`src/rtl/gpu_pkg.sv`:
```
// rtl/gpu_pkg.sv - shared framebuffer defaults, colour packing and writer FSM states
// FB_RGB565_EN selects 16-bit RGB565 framebuffer words instead of 24-bit RGB888.
package gpu_pkg;

  localparam int unsigned FB_W_DEF = 160;
  localparam int unsigned FB_H_DEF = 120;

`ifdef FB_RGB565_EN
  localparam int unsigned DATA_W = 16;
`else
  localparam int unsigned DATA_W = 24;
`endif

  typedef enum logic {
    WR_IDLE,
    WR_WRITE
  } wr_state_t;

  function automatic logic [15:0] rgb565(input logic [23:0] c);
    return {c[23:19], c[15:10], c[7:3]};
  endfunction

  function automatic logic [DATA_W-1:0] pack_color(input logic [23:0] c);
`ifdef FB_RGB565_EN
    return rgb565(c);
`else
    return c;
`endif
  endfunction

endpackage

```
`src/rtl/pix_fifo.sv`:
```
// rtl/pix_fifo.sv - synchronous FIFO with head/second-entry peek
// A push into a full FIFO is accepted when a pop happens on the same edge.
module pix_fifo #(
  parameter int WIDTH = 39,
  parameter int DEPTH = 4
) (
  input  logic                     clk,
  input  logic                     rst,
  input  logic                     push,
  input  logic [WIDTH-1:0]         push_data,
  input  logic                     pop,
  output logic [WIDTH-1:0]         head,
  output logic [WIDTH-1:0]         second,
  output logic                     full,
  output logic                     empty,
  output logic [$clog2(DEPTH):0]   count
);

  localparam int PW = $clog2(DEPTH);
  localparam int CW = PW + 1;

  logic [WIDTH-1:0] mem [DEPTH];
  logic [PW-1:0]    rd_ptr;
  logic [PW-1:0]    wr_ptr;
  logic             do_pop;
  logic             do_push;

  assign empty   = (count == '0);
  assign full    = (count == CW'(DEPTH));
  assign do_pop  = pop && !empty;
  assign do_push = push && (!full || do_pop);

  // Second entry lets the writer issue back-to-back words on the ack edge.
  assign head   = mem[rd_ptr];
  assign second = mem[rd_ptr + PW'(1)];

  always_ff @(posedge clk) begin
    if (do_push) begin
      mem[wr_ptr] <= push_data;
    end
  end

  always_ff @(posedge clk or posedge rst) begin
    if (rst) begin
      rd_ptr <= '0;
      wr_ptr <= '0;
      count  <= '0;
    end else begin
      if (do_push) begin
        wr_ptr <= wr_ptr + PW'(1);
      end
      if (do_pop) begin
        rd_ptr <= rd_ptr + PW'(1);
      end
      count <= count + CW'(do_push) - CW'(do_pop);
    end
  end

endmodule

```
`src/rtl/fb_pixel_writer.sv`:
```
// rtl/fb_pixel_writer.sv - clips rasteriser pixels, queues them and writes the framebuffer
// Word format follows FB_RGB565_EN (16-bit RGB565) or its absence (24-bit RGB888).
module fb_pixel_writer
  import gpu_pkg::*;
#(
  parameter int unsigned FB_W       = FB_W_DEF,
  parameter int unsigned FB_H       = FB_H_DEF,
  parameter int unsigned ADDR_W     = 15,
  parameter int unsigned FIFO_DEPTH = 4
) (
  input  logic              clk,
  input  logic              rst,
  input  logic [7:0]        px,
  input  logic [7:0]        py,
  input  logic [23:0]       pixel_color,
  input  logic              pixel_valid,
  input  logic              done,
  output logic [ADDR_W-1:0] mem_addr,
  output logic [DATA_W-1:0] mem_wdata,
  output logic              mem_we,
  input  logic              mem_ack,
  output logic              frame_done,
  output logic              overflow,
  output logic [7:0]        clip_count
);

  localparam int ENTRY_W = int'(ADDR_W + DATA_W);
  localparam int CW      = $clog2(FIFO_DEPTH) + 1;

  wr_state_t          state;
  logic               in_bounds;
  logic               push;
  logic               pop;
  logic               fifo_full;
  logic               fifo_empty;
  logic [CW-1:0]      fifo_count;
  logic [ENTRY_W-1:0] head;
  logic [ENTRY_W-1:0] second;
  logic [ENTRY_W-1:0] entry;
  logic [ADDR_W-1:0]  pix_addr;
  logic               done_pending;
  logic               fire;

  assign in_bounds = (32'(px) < FB_W) && (32'(py) < FB_H);
  assign pix_addr  = ADDR_W'(py) * ADDR_W'(FB_W) + ADDR_W'(px);
  assign entry     = {pix_addr, pack_color(pixel_color)};

  // The head entry stays in the FIFO until its write is acknowledged.
  assign pop  = (state == WR_WRITE) && mem_ack;
  assign push = pixel_valid && in_bounds && (!fifo_full || pop);
  assign fire = done_pending && fifo_empty && (state == WR_IDLE) && !push;

  pix_fifo #(
    .WIDTH (ENTRY_W),
    .DEPTH (int'(FIFO_DEPTH))
  ) u_fifo (
    .clk       (clk),
    .rst       (rst),
    .push      (push),
    .push_data (entry),
    .pop       (pop),
    .head      (head),
    .second    (second),
    .full      (fifo_full),
    .empty     (fifo_empty),
    .count     (fifo_count)
  );

  always_ff @(posedge clk or posedge rst) begin
    if (rst) begin
      state     <= WR_IDLE;
      mem_we    <= 1'b0;
      mem_addr  <= '0;
      mem_wdata <= '0;
    end else begin
      case (state)
        WR_IDLE: begin
          if (!fifo_empty) begin
            {mem_addr, mem_wdata} <= head;
            mem_we                <= 1'b1;
            state                 <= WR_WRITE;
          end
        end
        WR_WRITE: begin
          if (mem_ack) begin
            if (fifo_count > CW'(1)) begin
              {mem_addr, mem_wdata} <= second;
            end else begin
              mem_we <= 1'b0;
              state  <= WR_IDLE;
            end
          end
        end
        default: begin
          mem_we <= 1'b0;
          state  <= WR_IDLE;
        end
      endcase
    end
  end

  always_ff @(posedge clk or posedge rst) begin
    if (rst) begin
      clip_count   <= '0;
      overflow     <= 1'b0;
      done_pending <= 1'b0;
      frame_done   <= 1'b0;
    end else begin
      if (pixel_valid && !in_bounds && (clip_count != 8'hFF)) begin
        clip_count <= clip_count + 8'd1;
      end
      if (pixel_valid && in_bounds && fifo_full && !pop) begin
        overflow <= 1'b1;
      end
      // A fresh done always re-arms; repeated dones before completion merge.
      done_pending <= done || (done_pending && !fire);
      frame_done   <= fire;
    end
  end

endmodule
```
`config.mk`:
```
export PLATFORM = sky130hd
export DESIGN_NAME = fb_pixel_writer
export DESIGN_NICKNAME = d
export VERILOG_FILES = /design/src/rtl/gpu_pkg.sv /design/src/rtl/pix_fifo.sv /design/src/rtl/fb_pixel_writer.sv
export SDC_FILE = /design/constraint.sdc
export NUM_CORES = 1
export LEC_CHECK = 0
export ABC_AREA = 1
export BUFFER_PORTS_ARGS = -buffer_cell sky130_fd_sc_hd__buf_4
export CORE_AREA = 4 4 190 192
export CTS_CLUSTER_SIZE = 25
export DETAILED_ROUTE_END_ITERATION = 10
export DIE_AREA = 0 0 194 196
export HOLD_SLACK_MARGIN = 0.02
export PLACE_DENSITY = 0.43
export SLEW_MARGIN = 25
export SYNTH_ARGS = -nofsm -noshare
export SYNTH_HDL_FRONTEND = slang
export SYNTH_HIERARCHICAL = 1
export SYNTH_SLANG_ARGS = --single-unit
export TNS_END_PERCENT = 50
```
`constraint.sdc`:
```
create_clock -name clk -period 4.9 [get_ports clk]
set_input_delay 1.47 -clock clk [delete_from_list [all_inputs] [get_ports clk]]
set_output_delay 1.47 -clock clk [all_outputs]
set_load 0.05 [all_outputs]
```
==> results of run 1 <==
==> cells in the mapped netlist (2+ instances only) <==
master and instances:
fa_1 3, mux2i_1 39, xnor2_1 7, edfxtp_1 156, nand2_1 264, clkbuf_1 20, nand2_2 2, buf_6 2
buf_4 8, nand3_1 55, a21oi_1 81, or2_1 2, xor2_1 5, o21ai_1 2, buf_2 28, nand4_1 8
nor2_1 133, inv_2 2, nor2_4 2, inv_1 83, o21ai_0 123, dfrtp_1 59, ha_1 21
==> routing by layer <==
layer  part of all wire, %  GRT usage (%)  up-vias  wire length, µm
li1                      -              -     3913                -
met1                    47           18.8     3679            12700
met2                    47           23.1      119            12500
met3                   4.2           2.39       31             1130
met4                   1.5           2.76        2              402
met5                 0.026              0        -                7
==> state kept, by name, indices dropped and copies added, names as in the netlist <==
name / count
u_fifo/wr_ptr: 2
done_pending: 1
frame_done: 1
mem_we: 1
overflow: 1
clip_count: 8
mem_wdata: 24
u_fifo/rd_ptr: 2
u_fifo/mem: 156
u_fifo/count: 3
mem_addr: 15
state: 1
==> worst paths after layout <==
kind / start / end / cells past startpoint
worst max-delay path: px[6] / u_fifo/mem[0][35]$_DFFE_PP_ / 9
worst min-delay path: overflow$_DFFE_PP0P_ / overflow$_DFFE_PP0P_ / 1
worst max register to register: u_fifo/rd_ptr[0]$_DFFE_PP0N_ / mem_addr[13]$_DFFE_PP0P_ / 7
worst min register to register: overflow$_DFFE_PP0P_ / overflow$_DFFE_PP0P_ / 1
max in group asynchronous: rst / mem_wdata[15]$_DFFE_PP0P_ / 3
min in group asynchronous: rst / u_fifo/count[0]$_DFF_PP0_ / 2
==> report_power, final <==
group	internal [mW]	switching [mW]	leakage (nW)
clock network	1.25	0.754	0.437
logic	1.09	2.44	2.83
registers	2.31	0.295	2.08
total	4.66	3.49	5.35
==> stage by stage <==
stage	hold slack, ns	power (mW)
2_1_floorplan	0.453	5.21
3_3_place_gp	0.468	6.22
3_5_place_dp	0.473	6.24
4_1_cts	0.487	8.28
5_1_grt	0.495	8.77
6_report	0.483	8.15
==> area by class of cell <==
class / instances / area [µm²] / area share, %
flip-flops and latches: 215 / 6160 / 48.8
multi-input cells: 758 / 3850 / 30.5
repair buffers: 106 / 808 / 6.40
clock buffers: 32 / 724 / 5.74
well taps: 455 / 569 / 4.51
inverters: 85 / 327 / 2.59
clock inverters: 16 / 181 / 1.44
==> critical path, cell delays in order <==
cell     delay, ns
buf_4         0.12
o21ai_0       0.17
nand3_1       0.17
nor2_1        0.23
nand2_1       0.10
inv_1         0.15
nand2_1       0.28
nor2_4        0.49
buf_4         0.38
==> logic make-up (layout without fill, tap and decap cells) <==
family / Yosys count / count (layout)
and+or+nand+nor: 470 / 470
muxes: 39 / 39
adders and majority gates: 24 / 24
AOI/OAI and AO/OA: 213 / 213
buffers and inverters: 144 / 239
xor gates and xnor gates: 12 / 12
DFF: 215 / 215
==> results.yml, run 1 <==
critical_path:
  r2r_slack_ns: 1.96
  end_kind: "register"
  required_ns: 5.10
  cp-start-kind: "input pin"
  arrival_ns: 3.57
  criticalPathCategory: "input pin to register"
  cp_max_fo: 16
drt:
  vias: 7744
  wire_per_inst_um: 16.1
  via_per_inst: 4.65
  ant_nets: 0
  totalWireLength_um: 26800
  drt_first_pass_iters: 5
  drt_iter0_drc: 308
  drc_errors: 0
floorplanning:
  die_w_um: 194
  die_h_um: 196
  die-area_um2: 38000
  start_util_pct: 30.8
  std_cell_rows: 68
  fp.coreArea_um2: 34400
  ios: 95
finish:
  utilization_pct: 36.7
  layout-drive-gt1-share_pct: 13.9
  stdcell_count: 1667
  final_common_cell: "nand2_1"
  areaGrowthSynthToFinish_pct: 19.3
  final_cell_mix: "nand2_1, edfxtp_1, nor2_1"
  finish.instance_area_um2: 12600
  num-nets-final: 1261
  fillCellCount: 3498
  diodes: 0
yosys:
  synth-simple-area-share_pct: 18.0
  synthXorXnorAreaFrac_pct: 0.993
  synth_top_area_share_pct: 44.2
  yosysWarnings: 6
  synthFlopType: "edfxtp_1"
  synth_edf_count: 156
  netlist_area_um2: 10600
  synth_top_family_by_area: "simple AND/OR/NAND/NOR gates"
  yosys.area.top_type: "edfxtp_1"
  yosysUniqueCellTypes: 35
  avgSynthCellArea_um2: 9.48
  ys_top_cells_by_area: "edfxtp_1, dfrtp_1, nand2_1, o21ai_0, nor2_1"
  ys_seq_area_share_pct: 58.2
  synth_fp_nets: 1186
  ys_ff_latch: 215
  netlist_instances: 1117
  synth_mux_area_share_pct: 3.69
  ys_async_sr_fraction_pct: 27.4
  synth_fa_ha_area_share_pct: 3.05
  synth_compound_area_share_pct: 10.2
clock_tree:
  cts_buffers: 26
  htreeDepth: 1
  clock_latency_ns: 0.53
  root_buffer: "clkbuf_16"
  max-clock-path-buffers: 3
  cts_hold_buf: 0
  cts_tree: "built"
  clkSlewWorstSetupHoldPaths_ns: 0.06
  post-cts-setup-buffer-count: 0
  ctsResizeCount: 0
  cts_sinks: 215
power:
  power_density_nw_per_um2: 645
  ir_drop_uv: 471
  power_leakage_nw: 5.35
sta:
  timing.final.crit_share_pct: 68.8
  tightest_slew_ns: 1.07
  rsz0062_at_grt: "no"
  clock.fmax_mhz: 297
  finalClockSkew_ns: 0.0106
  min_period_ns: 3.37
  max_slew_margin_pct: 28.9
  setup_viol: 0
  slew_viol_final: 0
  setup_ws_ns: 1.53
  finalHoldViolCount: 0
  final.setup.tns_ns: 0
run:
  drv_cap: 0
status:
  status: "finished clean"
global_routing:
  track_usage_pct: 13.7
  grt_max_degree: 111
  grt_pass1_wl_um: 42200
  grt_pass1_vias: 7548
  antenna_found_initial: 1
  grt-ovfl-total: 0
placement:
  dpl.hpwl_um: 16400
  post-place-ws_ns: 0.930
  dpl_cell_area_um2: 11700
  portBuffers: 94
  gp_congestion: 0.725
  dp.cells: 1619
hold_path:
  hold_class: "register to register"
No activity file was read; power rests on OpenSTA's default activity.
==> run 2, diff against run 1 <==
--- a/config.mk
+++ b/config.mk
@@ -5,14 +5,14 @@
 export SDC_FILE = /design/constraint.sdc
 export NUM_CORES = 1
 export LEC_CHECK = 0
-export ABC_AREA = 1
+export ABC_AREA = 0
 export BUFFER_PORTS_ARGS = -buffer_cell sky130_fd_sc_hd__buf_4
-export CORE_AREA = 4 4 190 192
+export CORE_AREA = 4 4 184 186
 export CTS_CLUSTER_SIZE = 25
 export DETAILED_ROUTE_END_ITERATION = 10
-export DIE_AREA = 0 0 194 196
+export DIE_AREA = 0 0 188 190
 export HOLD_SLACK_MARGIN = 0.02
-export PLACE_DENSITY = 0.43
+export PLACE_DENSITY = 0.45
 export SLEW_MARGIN = 25
 export SYNTH_ARGS = -nofsm -noshare
 export SYNTH_HDL_FRONTEND = slang
==> constraint.sdc (replaced) <==
create_clock -name clk -period 2.9 [get_ports clk]
set_input_delay 0.87 -clock clk [delete_from_list [all_inputs] [get_ports clk]]
set_output_delay 0.87 -clock clk [all_outputs]
set_load 0.05 [all_outputs]
==> results.yml, run 2 <==
global_routing:
  track_usage_pct: 12.2
  antenna_found_initial: 0
  grt-ovfl-total: 0
  grt_pass1_wl_um: 34700
  grt_max_degree: 51
  grt_pass1_vias: 6227
finish:
  reg_top3: "u_fifo/mem x156, mem_wdata x24, mem_addr x15"
  num-nets-final: 777
  final_cell_mix: "edfxtp_1, buf_4, mux4_2"
  largest_reg_flops: 156
  layout-drive-gt1-share_pct: 37.3
  utilization_pct: 37.9
  stdcell_count: 1169
  areaGrowthSynthToFinish_pct: 23.8
  top_register: "u_fifo/mem"
  final_common_cell: "edfxtp_1"
yosys:
  ys_seq_area_share_pct: 62.3
  ys_ff_latch: 215
  synth_edf_count: 156
  netlist_area_um2: 9900
  synth.top_cells.by_count: "edfxtp_1, mux4_2, dfrtp_1, nor2_1, a21oi_1"
  ys_top_cells_by_area: "edfxtp_1, mux4_2, dfrtp_1, mux2i_1, ha_1"
  avgSynthCellArea_um2: 17.2
  synth_fp_nets: 645
  netlist_instances: 576
  yosysUniqueCellTypes: 47
  synth_most_common_cell: "edfxtp_1"
  yosysWarnings: 6
  yosys.area.top_type: "edfxtp_1"
  ys_async_sr_fraction_pct: 27.4
  synth_top_area_share_pct: 47.3
  synthFlopType: "edfxtp_1"
sta:
  timing.final.crit_share_pct: 94.1
  tightest_slew_ns: 0.885
  finalHoldViolCount: 0
  setup_viol: 0
  max_slew_margin_pct: 41.0
  finalClockSkew_ns: 0.00840
  whs_ns: 0.318
  slew_viol_final: 0
  min_period_ns: 2.73
  clock.fmax_mhz: 367
  rsz0062_at_grt: "no"
  final.setup.tns_ns: 0
floorplanning:
  ios: 95
  start_util_pct: 30.6
  die_w_um: 188
  die_h_um: 190
  fp.coreArea_um2: 32300
  die-area_um2: 35700
  std_cell_rows: 66
status:
  status: "finished clean"
drt:
  totalWireLength_um: 21600
  drt_first_pass_iters: 4
  drt_iter0_drc: 329
  drc_errors: 0
  vias: 5548
  ant_nets: 0
  via_per_inst: 4.75
  wire_per_inst_um: 18.5
critical_path:
  cp-start-kind: "input pin"
  crit_top_cell: "ha_1"
  cp_top_family: "adder cells"
  cp_slowest_cell: "fa_1"
  end_kind: "register"
  criticalPathCategory: "input pin to register"
  crit_buf_inv: 1
  max_stage_delay_ns: 0.40
  crit_chain: "buf_4 -> ha_1 -> ha_1 -> fa_1 -> a211oi_1 -> nor2_1 -> xor2_1 -> nand4_2 -> xnor2_1"
  required_ns: 3.20
  cp_max_fo: 4
  arrival_ns: 3.03
placement:
  dpl.hpwl_um: 14100
  dp.cells: 1124
  gp_congestion: 0.712
  portBuffers: 94
clock_tree:
  ctsResizeCount: 0
  root_buffer: "clkbuf_16"
  post-cts-setup-buffer-count: 0
  htreeDepth: 1
  clkSlewWorstSetupHoldPaths_ns: 0.06
  cts_tree: "built"
  cts_hold_buf: 0
  cts_buffers: 24
  max-clock-path-buffers: 3
  cts_sinks: 215
  clock_latency_ns: 0.51
power:
  power_density_nw_per_um2: 1020
  ir_drop_uv: 774
  total_power_mw: 12.5
  power_leakage_nw: 4.65
hold_path:
  hold_class: "input pin to async pin"
run:
  drv_cap: 0
## run 2: final timing paths
path / startpoint / end / slack (ns) / depth (start not counted)
setup / recovery: py[1] / u_fifo/mem[2][38]$_DFFE_PP_ / 0.17 / 9
hold / removal: rst / u_fifo/count[1]$_DFF_PP0_ / 0.32 / 2
setup reg to reg: u_fifo/count[1]$_DFF_PP0_ / u_fifo/count[2]$_DFF_PP0_ / 0.66 / 8
hold reg to reg: done_pending$_DFF_PP0_ / done_pending$_DFF_PP0_ / 0.47 / 1
max in group asynchronous: rst / mem_wdata[8]$_DFFE_PP0P_ / 1.86 / 3
min in group clk: done_pending$_DFF_PP0_ / done_pending$_DFF_PP0_ / 0.47 / 1
## run 2: worst register-to-register path, stage by stage (launching register included)
cell and delay, ns:
dfrtp_1 0.44, nor3b_2 0.33, a21oi_1 0.12, a21boi_2 0.19, a21bo_2 0.21, ha_1 0.19
fa_1 0.38, xnor2_1 0.18, xnor2_1 0.13
## run 2: cell families (layout without fill, tap and decap cells)
family                     after synthesis  in the layout  share of synthesized area (%)
DFF                                    215            215                           62.3
and+or+nand+nor                         84             84                           4.01
muxes                                  119            119                           22.0
adders and majority gates               24             24                           3.26
other                                    0              1                              0
AOI/OAI and AO/OA                       64             64                           3.88
xor gates and xnor gates                23             23                           2.04
buffers and inverters                   47            197                           2.59
## run 2: layout make-up
cell class | count | area, µm²
Tap cell | 442 | 553
Antenna cell | 1 | 2.50
Multi-Input combinational cell | 314 | 3500
Sequential cell | 215 | 6170
Fill cell | 3027 | 20000
Timing Repair Buffer | 138 | 1240
Clock inverter | 10 | 45.0
Inverter | 15 | 56.3
Clock buffer | 34 | 689
## run 2: routing by layer
metal	up-vias	global-route usage, %	part of all wire, %
met1	2865	15.2	41
met4	0	2.91	1.8
met2	113	22.4	53
met3	30	1.94	4.1
met5	-	0	0
li1	2540	-	-
## run 2: report_power, final
part	total, mW	leakage, nW	switching [mW]	internal [mW]
registers	4.39	2.08	0.467	3.92
clock network	2.79	0.366	1.15	1.65
logic	5.29	2.21	2.98	2.31
## run 2: through the flow
step | instance area [µm²] | worst slack [ns]
floorplan | 9900 | -0.125
global placement | 11500 | -0.296
detailed placement | 11500 | -0.375
CTS | 12200 | 0.157
global route | 12200 | 0.0293
finish | 12300 | 0.172
==> run 3, diff against run 2 <==
--- a/config.mk
+++ b/config.mk
@@ -7,12 +7,12 @@
 export LEC_CHECK = 0
 export ABC_AREA = 0
 export BUFFER_PORTS_ARGS = -buffer_cell sky130_fd_sc_hd__buf_4
-export CORE_AREA = 4 4 184 186
+export CORE_AREA = 4 4 176 195
 export CTS_CLUSTER_SIZE = 25
 export DETAILED_ROUTE_END_ITERATION = 10
-export DIE_AREA = 0 0 188 190
+export DIE_AREA = 0 0 180 199
 export HOLD_SLACK_MARGIN = 0.02
-export PLACE_DENSITY = 0.45
+export PLACE_DENSITY = 0.44
 export SLEW_MARGIN = 25
 export SYNTH_ARGS = -nofsm -noshare
 export SYNTH_HDL_FRONTEND = slang
==> results.yml, run 3 (same netlist as run 2, synthesis figures left out) <==
status:
  status: "finished clean"
global_routing:
  grt-ovfl-total: 0
  track_usage_pct: 12.3
  grt_pass1_vias: 5999
  grt_max_degree: 54
  antenna_found_initial: 1
  grt_pass1_wl_um: 34700
drt:
  drc_errors: 0
  vias: 5546
  via_per_inst: 4.79
  wire_per_inst_um: 19.0
  drt_first_pass_iters: 4
  drt_iter0_drc: 258
  totalWireLength_um: 22000
  ant_nets: 0
sta:
  final.setup.tns_ns: 0
  tightest_slew_ns: 0.918
  finalClockSkew_ns: 0.0178
  timing.final.crit_share_pct: 92.6
  slew_viol_final: 0
  max_slew_margin_pct: 38.8
  setup_ws_ns: 0.215
  finalHoldViolCount: 0
  min_period_ns: 2.69
  setup_viol: 0
  rsz0062_at_grt: "no"
  clock.fmax_mhz: 372
critical_path:
  cp-start-kind: "input pin"
  crit_buf_inv: 1
  criticalPathCategory: "input pin to register"
  crit_top_cell: "ha_1"
  cp_top_family: "adder cells"
  required_ns: 3.22
  end_kind: "register"
  r2r_cells: 8
  cp_slowest_cell: "fa_1"
  max_stage_delay_ns: 0.41
  crit_chain: "buf_4 -> ha_1 -> ha_1 -> fa_1 -> a211oi_1 -> nor2_1 -> xor2_1 -> nand3_1 -> xnor2_1"
  path_depth: 9
  arrival_ns: 3.01
  cp_max_fo: 4
power:
  power_leakage_nw: 4.67
  power_density_nw_per_um2: 1030
  ir_drop_uv: 486
  total_power_mw: 12.7
finish:
  num-nets-final: 782
  reg_top3: "u_fifo/mem x156, mem_wdata x24, mem_addr x15"
  areaGrowthSynthToFinish_pct: 23.8
  final_common_cell: "edfxtp_1"
  stdcell_count: 1158
  largest_reg_flops: 156
  final_cell_mix: "edfxtp_1, buf_4, mux4_2"
  layout-drive-gt1-share_pct: 37.5
  top_register: "u_fifo/mem"
clock_tree:
  clock_latency_ns: 0.52
  cts_sinks: 215
  clkSlewWorstSetupHoldPaths_ns: 0.05
  cts_hold_buf: 0
  ctsResizeCount: 0
  max-clock-path-buffers: 3
  cts_tree: "built"
  post-cts-setup-buffer-count: 0
  cts_buffers: 25
  htreeDepth: 1
  root_buffer: "clkbuf_16"
placement:
  portBuffers: 94
  post-place-ws_ns: -0.341
  gp_congestion: 0.743
  dpl.hpwl_um: 14600
  dp.cells: 1112
floorplanning:
  start_util_pct: 30.7
  fp.coreArea_um2: 32200
  die_w_um: 180
  die_h_um: 199
  std_cell_rows: 69
  die-area_um2: 35800
  ios: 95
run:
  drv_cap: 0
hold_path:
  hold_class: "input pin to async pin"
==> run 3: final cells by class <==
class | instances | area (µm²)
Clock inverter | 5 | 52.6
Multi-Input combinational cell | 314 | 3490
Clock buffer | 40 | 732
Sequential cell | 215 | 6170
Antenna cell | 1 | 2.50
Fill cell | 3019 | 19900
Inverter | 15 | 56.3
Tap cell | 426 | 533
Timing Repair Buffer | 142 | 1220
==> run 3: layer usage <==
| metal | up-vias | part of all wire [%] | wire, µm | global-route usage, % |
|---|---|---|---|---|
| li1 | 2555 | - | - | - |
| met1 | 2860 | 43 | 9490 | 15.6 |
| met2 | 102 | 51 | 11200 | 22.1 |
| met3 | 29 | 4.1 | 895 | 2.18 |
| met4 | 0 | 2.0 | 434 | 3.10 |
| met5 | - | 0 | 0 | 0 |
==> run 3: path summary, 6_finish.rpt <==
| kind | slack (ns) | endpoint | start |
|---|---|---|---|
| hold / removal | 0.30 | u_fifo/count[1]$_DFF_PP0_ | rst |
| min in group clk | 0.48 | done_pending$_DFF_PP0_ | done_pending$_DFF_PP0_ |
| max in group asynchronous | 1.82 | mem_wdata[7]$_DFFE_PP0P_ | rst |
| hold reg to reg | 0.48 | done_pending$_DFF_PP0_ | done_pending$_DFF_PP0_ |
| setup / recovery | 0.21 | u_fifo/mem[0][37]$_DFFE_PP_ | py[1] |
| setup reg to reg | 0.58 | u_fifo/count[2]$_DFF_PP0_ | u_fifo/count[2]$_DFF_PP0_ |
==> run 3: worst reg2reg max path: cells and delay by family (launching register included) <==
family / cells / cell delay, ns
xor gates and xnor gates: 2 / 0.37
AOI/OAI and AO/OA: 3 / 0.55
adders and majority gates: 2 / 0.55
and+or+nand+nor: 1 / 0.33
DFF: 1 / 0.44
==> run 3: through the flow <==
stage | utilization (%) | cell area, µm² | hold WS (ns)
3_5_place_dp | 35.6 | 11500 | 0.475
6_report | 38.1 | 12300 | 0.302
2_1_floorplan | - | 9900 | 0.449
4_1_cts | 38.1 | 12300 | 0.287
5_1_grt | 38.1 | 12300 | 0.298
3_3_place_gp | 35.6 | 11500 | 0.461
==> run 3: power breakdown <==
group,switching [mW],internal [mW]
logic,2.90,2.32
registers,0.562,3.92
clock network,1.17,1.81
